**src/rtl/multicycle_control.sv**
```systemverilog
// Multicycle control FSM for the ARM-subset core: sequences fetch/decode/execute/writeback
// over a shared memory and ALU, and holds the NZCV flags plus the latched condition result.
module multicycle_control (
  input  logic       CLK,
  input  logic       RESET,
  input  logic [3:0] Cond,
  input  logic [1:0] Op,
  input  logic [5:0] Funct,
  input  logic [3:0] Rd,
  input  logic [3:0] ALUFlags,
  output logic       PCWrite,
  output logic       AdrSrc,
  output logic       MemWrite,
  output logic       IRWrite,
  output logic [1:0] ResultSrc,
  output logic       ALUSrcA,
  output logic [1:0] ALUSrcB,
  output logic [1:0] ALUControl,
  output logic [1:0] ImmSrc,
  output logic [1:0] RegSrc,
  output logic       RegWrite,
  output logic [3:0] Flags,
  output logic [3:0] State
);

  typedef enum logic [3:0] {
    S_FETCH  = 4'd0,
    S_DECODE = 4'd1,
    S_MEMADR = 4'd2,
    S_MEMRD  = 4'd3,
    S_MEMWB  = 4'd4,
    S_MEMWR  = 4'd5,
    S_EXECR  = 4'd6,
    S_EXECI  = 4'd7,
    S_ALUWB  = 4'd8,
    S_BRANCH = 4'd9
  } state_t;

  state_t     state_reg;
  logic [3:0] flags_reg;   // {N,Z,C,V}
  logic       condexr_reg;
  logic       condex;
  logic [1:0] alu_op;
  logic       cmd_valid;
  logic       cmd_arith;

  // Condition evaluated against the registered flags, never the live ALU flags.
  always_comb begin
    condex = 1'b0;
    case (Cond)
      4'b0000: condex = flags_reg[2];
      4'b0001: condex = !flags_reg[2];
      4'b0010: condex = flags_reg[1];
      4'b0011: condex = !flags_reg[1];
      4'b0100: condex = flags_reg[3];
      4'b0101: condex = !flags_reg[3];
      4'b0110: condex = flags_reg[0];
      4'b0111: condex = !flags_reg[0];
      4'b1000: condex = flags_reg[1] && !flags_reg[2];
      4'b1001: condex = !flags_reg[1] || flags_reg[2];
      4'b1010: condex = (flags_reg[3] == flags_reg[0]);
      4'b1011: condex = (flags_reg[3] != flags_reg[0]);
      4'b1100: condex = !flags_reg[2] && (flags_reg[3] == flags_reg[0]);
      4'b1101: condex = flags_reg[2] || (flags_reg[3] != flags_reg[0]);
      4'b1110: condex = 1'b1;
      default: condex = 1'b0;
    endcase
  end

  always_comb begin
    alu_op    = 2'b00;
    cmd_valid = 1'b0;
    cmd_arith = 1'b0;
    case (Funct[4:1])
      4'b0100: begin alu_op = 2'b00; cmd_valid = 1'b1; cmd_arith = 1'b1; end
      4'b0010: begin alu_op = 2'b01; cmd_valid = 1'b1; cmd_arith = 1'b1; end
      4'b0000: begin alu_op = 2'b10; cmd_valid = 1'b1; end
      4'b1100: begin alu_op = 2'b11; cmd_valid = 1'b1; end
      default: begin alu_op = 2'b00; cmd_valid = 1'b0; end
    endcase
  end

  always_ff @(posedge CLK) begin
    if (RESET) begin
      state_reg   <= S_FETCH;
      flags_reg   <= 4'b0000;
      condexr_reg <= 1'b0;
    end else begin
      case (state_reg)
        S_FETCH: state_reg <= S_DECODE;
        S_DECODE: begin
          condexr_reg <= condex;
          case (Op)
            2'b00:   state_reg <= Funct[5] ? S_EXECI : S_EXECR;
            2'b01:   state_reg <= S_MEMADR;
            2'b10:   state_reg <= S_BRANCH;
            default: state_reg <= S_FETCH;
          endcase
        end
        S_MEMADR: state_reg <= Funct[0] ? S_MEMRD : S_MEMWR;
        S_MEMRD:  state_reg <= S_MEMWB;
        S_EXECR, S_EXECI: begin
          state_reg <= S_ALUWB;
          if (Funct[0] && condexr_reg && cmd_valid) begin
            flags_reg[3:2] <= ALUFlags[3:2];
            if (cmd_arith)
              flags_reg[1:0] <= ALUFlags[1:0];
          end
        end
        default: state_reg <= S_FETCH;
      endcase
    end
  end

  always_comb begin
    PCWrite    = 1'b0;
    AdrSrc     = 1'b0;
    MemWrite   = 1'b0;
    IRWrite    = 1'b0;
    ResultSrc  = 2'b00;
    ALUSrcA    = 1'b0;
    ALUSrcB    = 2'b00;
    ALUControl = 2'b00;
    RegWrite   = 1'b0;
    case (state_reg)
      S_FETCH: begin
        IRWrite = 1'b1; ALUSrcA = 1'b1; ALUSrcB = 2'b10; ResultSrc = 2'b10; PCWrite = 1'b1;
      end
      S_DECODE: begin
        ALUSrcA = 1'b1; ALUSrcB = 2'b10; ResultSrc = 2'b10;
      end
      S_MEMADR: ALUSrcB = 2'b01;
      S_MEMRD:  AdrSrc = 1'b1;
      S_MEMWB: begin
        ResultSrc = 2'b01; RegWrite = condexr_reg;
        PCWrite   = condexr_reg && (Rd == 4'b1111);
      end
      S_MEMWR: begin
        AdrSrc = 1'b1; MemWrite = condexr_reg;
      end
      S_EXECR: ALUControl = alu_op;
      S_EXECI: begin
        ALUSrcB = 2'b01; ALUControl = alu_op;
      end
      S_ALUWB: begin
        RegWrite = condexr_reg;
        PCWrite  = condexr_reg && (Rd == 4'b1111);
      end
      S_BRANCH: begin
        ALUSrcB = 2'b01; ResultSrc = 2'b10; PCWrite = condexr_reg;
      end
      default: ;
    endcase
    // Reset overrides every architectural write, even mid-instruction.
    if (RESET) begin
      PCWrite  = 1'b0;
      IRWrite  = 1'b0;
      RegWrite = 1'b0;
      MemWrite = 1'b0;
    end
  end

  assign ImmSrc = Op;
  assign RegSrc = {(Op == 2'b01), (Op == 2'b10)};
  assign Flags  = flags_reg;
  assign State  = state_reg;

endmodule

```
**config.mk**
```make
export PLATFORM = sky130hd
export DESIGN_NAME = multicycle_control
export DESIGN_NICKNAME = d
export VERILOG_FILES = /design/src/rtl/multicycle_control.sv
export SDC_FILE = /design/constraint.sdc
export NUM_CORES = 1
export LEC_CHECK = 0
export BUFFER_PORTS_ARGS = -buffer_cell sky130_fd_sc_hd__buf_4
export CAP_MARGIN = 15
export CORE_MARGIN = 2
export CORE_UTILIZATION = 40
export CTS_BUF_LIST = sky130_fd_sc_hd__clkbuf_8
export CTS_CLUSTER_SIZE = 24
export DETAILED_ROUTE_END_ITERATION = 12
export PLACE_DENSITY = 0.69
export SYNTH_ARGS = -nofsm -noshare
export SYNTH_HDL_FRONTEND = slang
export SYNTH_SLANG_ARGS = --single-unit
```
**constraint.sdc**
```tcl
create_clock -name CLK -period 2.5 [get_ports CLK]
set_clock_uncertainty 0.05 [all_clocks]
set_input_delay 0.375 -clock CLK [delete_from_list [all_inputs] [get_ports CLK]]
set_output_delay 0.375 -clock CLK [all_outputs]
set_load 0.02 [all_outputs]
```
## After elaboration in Yosys (flattened, before gate mapping)

Index checks and enable logic that the tools add are counted.

- Bits of input ports: 22
- Output and inout port bits: 24
- Word-level logic and storage cells: 81
- Flip-flop bits (word level): 9

- Reduce and logical (&&, ||, !) cells: 25
- Equal/unequal tests: 31
- Mux-type cells: 21

Operators with widths:

| operator | number |
|---|---|
| $eq A4 B4 Y1 const B | 11 |
| $eq A4 B3 Y1 const B | 9 |
| $eq A4 B2 Y1 const B | 5 |
| $pmux W4 S5 | 1 |
| $pmux W1 S15 | 1 |
| $logic_not A4 Y1 | 3 |
| $mux W1 | 12 |
| $pmux W4 S3 | 1 |
| $reduce_or A2 Y1 | 5 |
| $eq A4 B1 Y1 const B | 2 |
| $pmux W2 S2 | 2 |
| $pmux W2 S3 | 1 |
| $reduce_or A3 Y1 | 2 |
| $logic_and A1 B1 Y1 | 5 |
| $logic_not A1 Y1 | 4 |
| $reduce_or A4 Y1 | 1 |
| $mux W3 | 1 |
| $pmux W1 S3 | 1 |
| $reduce_and A3 Y1 | 1 |
| $eq A2 B1 Y1 const B | 1 |
| $eq A2 B2 Y1 const B | 1 |
| $logic_not A2 Y1 | 1 |
| $logic_or A1 B1 Y1 | 2 |
| $mux W2 | 1 |
| 3 further kinds | 3 |

## Longest topological paths before layout

Gate-level depths: netlist (run 1).

- Depth in word-level cells: 5
- Depth in mapped cells: 5

## Worst setup path before layout (run 1)

No wires, ideal clock.

- Path type: register -> output
- From: register state_reg[0], in the netlist State[0]
- To: output PCWrite
- Arrival: 1.737 ns
- Buffers on the path: 1
- Required time: 2.075 ns
- Path slack: 0.338 ns
- Cell stages (with the launch flop): 4
- Cell sequence: dfxtp_1 -> clkbuf_1 -> nor4_1 -> a22o_1

- Word-level cells in the longest chain between the ends: 4
- Elaborated cells between the ends (all ways): 7
- Classes of those cells: 3 x eq/ne; 2 x mux; 2 x reduce/logical

Ends and longest elaborated chain:

| element | line | text |
|---|---|---|
| start: declaration | 39 | `state_t state_reg;` |
| start signal: assignment | 94 | `2'b00: state_reg <= Funct[5] ? S_EXECI : S_EXECR;` |
| start signal: assignment | 100 | `S_MEMADR: state_reg <= Funct[0] ? S_MEMRD : S_MEMWR;` |
| $eq A4 B4 Y1 / $eq A4 B3 Y1 (equally long branches) | 125 | `case (state_reg)` |
| $reduce_or A2 Y1 (no source line) | - |  |
| $pmux W1 S3 * | 125 |  |
| $mux W1 * | 155 | `if (RESET) begin` |
| end: declaration | 11 | `output logic PCWrite,` |

Mark *: on every way between the ends. The rest lies on a longest branch, timed or not.

## Final worst setup path (run 1)

- From: register state_reg[1], in the netlist State[1]
- To: output ALUControl[1]

- Word-level cells in the longest chain between the ends: 3
- Elaborated cells between the ends (all ways): 4
- Classes of those cells: 2 x eq/ne; 1 x mux; 1 x reduce/logical

Ends and longest elaborated chain:

| element | line | text |
|---|---|---|
| $eq A4 B3 Y1 | 125 |  |
| $reduce_or A2 Y1 (no source line) * | - |  |
| $mux W2 * | 125 |  |
| end: declaration | 18 | `output logic [1:0] ALUControl,` |

Marked as above.

==> results.toml, run 1 <==
[synthesis]
ys_ff_latch = 9
syn_area_sq_um = 868.3
synth.largest_area_cell = "dfxtp_1"
yosysMostFrequentCell = "nor3_1"
avgSynthCellArea_sq_um = 7.422
synth_cells = 117
synth_cell_type_count = 39
synth_common_cells = "nor3_1 (12), nor2_1 (11), dfxtp_1 (9)"
synth-main-ff-cell = "dfxtp_1"
yosys_warnings = 0
synth-edff-count = 0
ys_seq_area_frac = 0.2075
synthArstFlopShare = 0
syn_nets = 139
synth_top_area_frac = 0.2075
ys_top_cells_by_area = "dfxtp_1 (21%), nor3_1 (6.9%), nor2_1 (4.8%), mux2i_1 (4.6%), nor2b_1 (4.3%)"

[route]
ant_nets = 0
drc_errors = 0
dr.pass1.iters = 4
avgViaCountPerCell = 5.497
routedWlPerCell_um = 12.28
wirelength_um = 2222
via_count = 995
drt_iter0_drc = 19

[cts]
cts_buffer_depth = 2
postCtsHoldBufs = 0
cts_sinks = 9
cts.clk_slew.worst_paths_ns = 0.05
clk_latency_ns = 0.23
cts_tree = "yes"
cts_made_buffers = 3
ctsResizeCount = 0
cts_max_level = 1
post-cts-setup-buffers = 0
root_buffer = "clkbuf_8"

[grt]
met1_usage = 0.2202
antenna_found_initial = 0
grt_overflow = 0
gr-usage-met3 = 0.02381
grt_max_degree = 19
top_usage_layer = "met2"
met2_usage = 0.3289
grt_pass1_wl_um = 3698
grt_pass1_vias = 889
grtUsageTotal = 0.1814

[placement]
place_inst = 177
place_area_sq_mm = 0.001184
dpl.hpwl_um = 1758
gp_congestion = 0.7853
pre_cts_ws_ns = 0.5718
io_buffers = 45

[timing]
fmaxAchievable_ghz = 0.4597
tightest_slew_ns = 0.5440
hold_viol = 0
drv_slew = 0
rsz0062_at_grt = "no"
finalSetupViolCount = 0
timing.hold.ws_ns = 0.3098
final.setup.tns_ns = 0
finalCritPeriodShare = 0.8702
post-route-min-period_ns = 2.175
max-slew-margin-rel = 0.6369
setup_ws_ns = 0.3246

[setup_path]
cp_slowest_cell = "dfxtp_1"
end_kind = "primary output"
crit_arrival_ns = 1.75
worstPathRequired_ns = 2.08
cp-start-kind = "register"
crit_fanout = 18
path_cells = "nand4bb_1 > nor4_1 > buf_4"
critPathKind = "register to primary output"
cp_slowest_stage_delay_ns = 0.66

[floorplan]
initial_core_util = 0.4338
die_area_sq_mm = 0.002559
num_rows = 16
die_y_um = 50.59
coreArea_sq_mm = 0.002002
chipWidth_um = 50.59
io_pins = 46

[final_layout]
syn_to_final_growth_pct = 41.64
post-route-util = 0.6144
drive_gt1_frac = 0.3377
fin_area_sq_mm = 0.001230
layout.cells.non_filler = 181
nNetsFinal = 177
n_antenna_cell = 0

[outcome]
status = "completed"

[job]
drv_cap = 0

[power]
p_leak_nw = 0.4921
pwr_density_cell_mw_per_mm2 = 398.8
total_power_mw = 0.4905
max-vdd-ir-drop_mv = 0.2418

[hold_path]
hp-class = "primary input to register"
==> routing by layer <==
metal / part of all wire / wire length (um) / vias up
li1: - / - / 504
met1: 0.42 / 944 / 463
met2: 0.52 / 1156 / 26
met3: 0.048 / 106 / 2
met4: 0.0063 / 14 / 0
met5: 0 / 0 / -
==> worst max-delay path, delay by kind of cell (launching register included) <==
kind | cells | cell delay (ns)
AND/OR/NAND/NOR | 2 | 0.68
flip-flops | 1 | 0.66
buffers and inverters | 1 | 0.19
==> cell usage in the layout (no fill, tap or decap), types with 2 or more instances in the layout <==
cell type / count
and4_1: 2
clkbuf_8: 3
nand3_1: 3
nor3b_1: 2
mux2i_1: 4
nor3_1: 12
nor4_1: 2
o21ai_0: 2
a31oi_1: 5
xnor2_1: 4
buf_4: 45
nor2b_1: 6
nand3b_1: 4
dfxtp_1: 9
a211oi_1: 2
nor2_1: 11
nand2b_1: 5
inv_1: 5
nand2_1: 4
a21oi_1: 6
==> path summary, 6_finish.rpt <==
check | slack [ns] | cells after the start | endpoint | startpoint
setup / recovery | 0.32 | 3 | ALUControl[1] | State[1]
hold / removal | 0.31 | 2 | Flags[1] | RESET
setup reg to reg | 0.60 | 4 | Flags[2] | State[1]
hold reg to reg | 0.52 | 1 | State[0] | State[0]
==> area by class of cell <==
cell class | count | area, sq um
Inverter | 5 | 18.77
Timing Repair Buffer | 45 | 337.8
Sequential cell | 9 | 180.2
Multi-Input combinational cell | 91 | 613.1
Clock buffer | 3 | 41.29
Fill cell | 202 | 772.0
Clock inverter | 1 | 5.005
Tap cell | 27 | 33.78
==> power by group <==
part           switching, mW  total, mW  internal (mW)  leakage [nW]
sequential            0.0156      0.166          0.150        0.0732
combinational         0.0811      0.157         0.0758         0.393
clock                 0.0592      0.168          0.109        0.0255
total                  0.156      0.491          0.335         0.492
==> cell families after synthesis <==
logic type,after synthesis,synth area share
mux,4,0.04611
xor+xnor,5,0.05043
simple gates,58,0.3977
compound gates,24,0.2118
flops,9,0.2075
buf+inv,17,0.08644
Power figures use the tool's default switching activity.
==> run 2, diff against run 1 <==
--- a/config.mk
+++ b/config.mk
@@ -13,6 +13,7 @@
 export CTS_CLUSTER_SIZE = 24
 export DETAILED_ROUTE_END_ITERATION = 12
 export PLACE_DENSITY = 0.69
+export REMOVE_ABC_BUFFERS = 1
 export SYNTH_ARGS = -nofsm -noshare
 export SYNTH_HDL_FRONTEND = slang
 export SYNTH_SLANG_ARGS = --single-unit
==> run 2 against run 1 <==
  * Hold slack better by 0.014 ns
  * Worst setup slack worse by 0.053 ns
  * Core utilization down 0.062 points
  * Design area down 0.10%
  * Sequential share of layout area about the same
  * Critical endpoint unchanged
  * Largest cell class unchanged
  * Highest routed layer unchanged
==> results.toml, run 2 (same netlist as run 1, synthesis figures left out) <==
[outcome]
status = "completed"

[grt]
grtUsageTotal = 0.1752
grt_pass1_vias = 849
grt_max_degree = 19
grt_overflow = 0
grt_pass1_wl_um = 3539
antenna_found_initial = 0

[final_layout]
drive_gt1_frac = 0.3312
seqCellArea_sq_um = 180.2
num-fill-cells = 192
layout_common_cells = "buf_4 (45), nor3_1 (12), nor2_1 (11)"
fin_area_sq_mm = 0.001229
syn_to_final_growth_pct = 41.50
final_common_cell = "buf_4"
multi_input_area_sq_um = 613.1
n_antenna_cell = 0
nNetsFinal = 177
post-route-util = 0.6138

[route]
via_count = 983
drc_errors = 0
routedWlPerCell_um = 12.29
dr.pass1.iters = 4
highest_layer = "met4"
dr_wl_met3_um = 155
avgViaCountPerCell = 5.431
wl_met1_um = 1013
wirelength_um = 2225
drt_iter0_drc = 24
met2_length_um = 1033
ant_nets = 0

[hold_path]
hp-class = "primary input to register"
worstHoldStart = "RESET"

[timing]
drv_slew = 0
finalCritPeriodShare = 0.8912
timing.hold.ws_ns = 0.3241
max-slew-margin-rel = 0.6088
post-route-min-period_ns = 2.228
rsz0062_at_grt = "no"
tightest_slew_ns = 0.5860
fmaxAchievable_ghz = 0.4488
finalSetupViolCount = 0
hold_viol = 0
final.setup.tns_ns = 0

[cts]
cts_tree = "yes"
cts.clk_slew.worst_paths_ns = 0.04
root_buffer = "clkbuf_8"
ctsResizeCount = 0
cts_buffer_depth = 2
postCtsHoldBufs = 0
cts_made_buffers = 3
clk_latency_ns = 0.22
post-cts-setup-buffers = 0
cts_sinks = 9
cts_max_level = 1

[placement]
io_buffers = 45
place_area_sq_mm = 0.001184
gp_congestion = 0.7527
dpl.hpwl_um = 1733

[floorplan]
num_rows = 16
initial_core_util = 0.4338
coreArea_sq_mm = 0.002002
chipWidth_um = 50.59
io_pins = 46
die_y_um = 50.59
die_area_sq_mm = 0.002559

[job]
drv_cap = 0

[power]
p_leak_nw = 0.4935
max-vdd-ir-drop_mv = 0.2303
pwr_density_cell_mw_per_mm2 = 390.3

[setup_path]
end_kind = "primary output"
critPathKind = "register to primary output"
crit_arrival_ns = 1.80
r2r_start = "State[1]"
crit_start = "State[1]"
worstPathRequired_ns = 2.08
crit_fanout = 18
cp-start-kind = "register"
run 2: changes by cell type in the layout (fill, tap and decap cells not counted):
cell	change
clkinv_2	-1
inv_1	+1
run 2: cell type report:
type / count / area share
Inverter: 5 / 0.01527
Sequential cell: 9 / 0.1466
Clock inverter: 1 / 0.003055
Tap cell: 27 / 0.02749
Clock buffer: 3 / 0.03360
Timing Repair Buffer: 45 / 0.2749
Multi-Input combinational cell: 91 / 0.4990
run 2: power breakdown:
part	internal (mW)	switching [mW]	total (mW)	leakage, nW
Combinational	0.0758	0.0812	0.157	0.393
Clock	0.106	0.0497	0.156	0.0269
Sequential	0.150	0.0163	0.167	0.0732
Total	0.332	0.147	0.480	0.494
run 2: final timing paths:
kind,end,slack [ns],cells after the start
setup reg to reg,Flags[3],0.57,4
hold / removal,Flags[1],0.32,2
setup / recovery,ALUControl[1],0.27,3
hold reg to reg,Flags[1],0.54,2
run 2: stage by stage:
stage          setup WS [ns]  cells  total power [mW]
2_1_floorplan         0.2088    105            0.2432
3_3_place_gp          0.5587    177            0.3237
3_5_place_dp          0.5268    177            0.3262
4_1_cts               0.2950    181            0.4822
5_1_grt               0.1123    181            0.5106
6_report              0.2719    181            0.4796
run 2: per-layer routing:
metal	up-vias	track usage
met1	447	0.2148
met5	-	0
met2	33	0.3070
li1	501	-
met4	0	0.08108
met3	2	0.01488
run 2: critical path, cell delays in order, from the launching register on:
cell	delay [ns]
dfxtp_1	0.69
nand4bb_1	0.35
nor4_1	0.35
buf_4	0.19
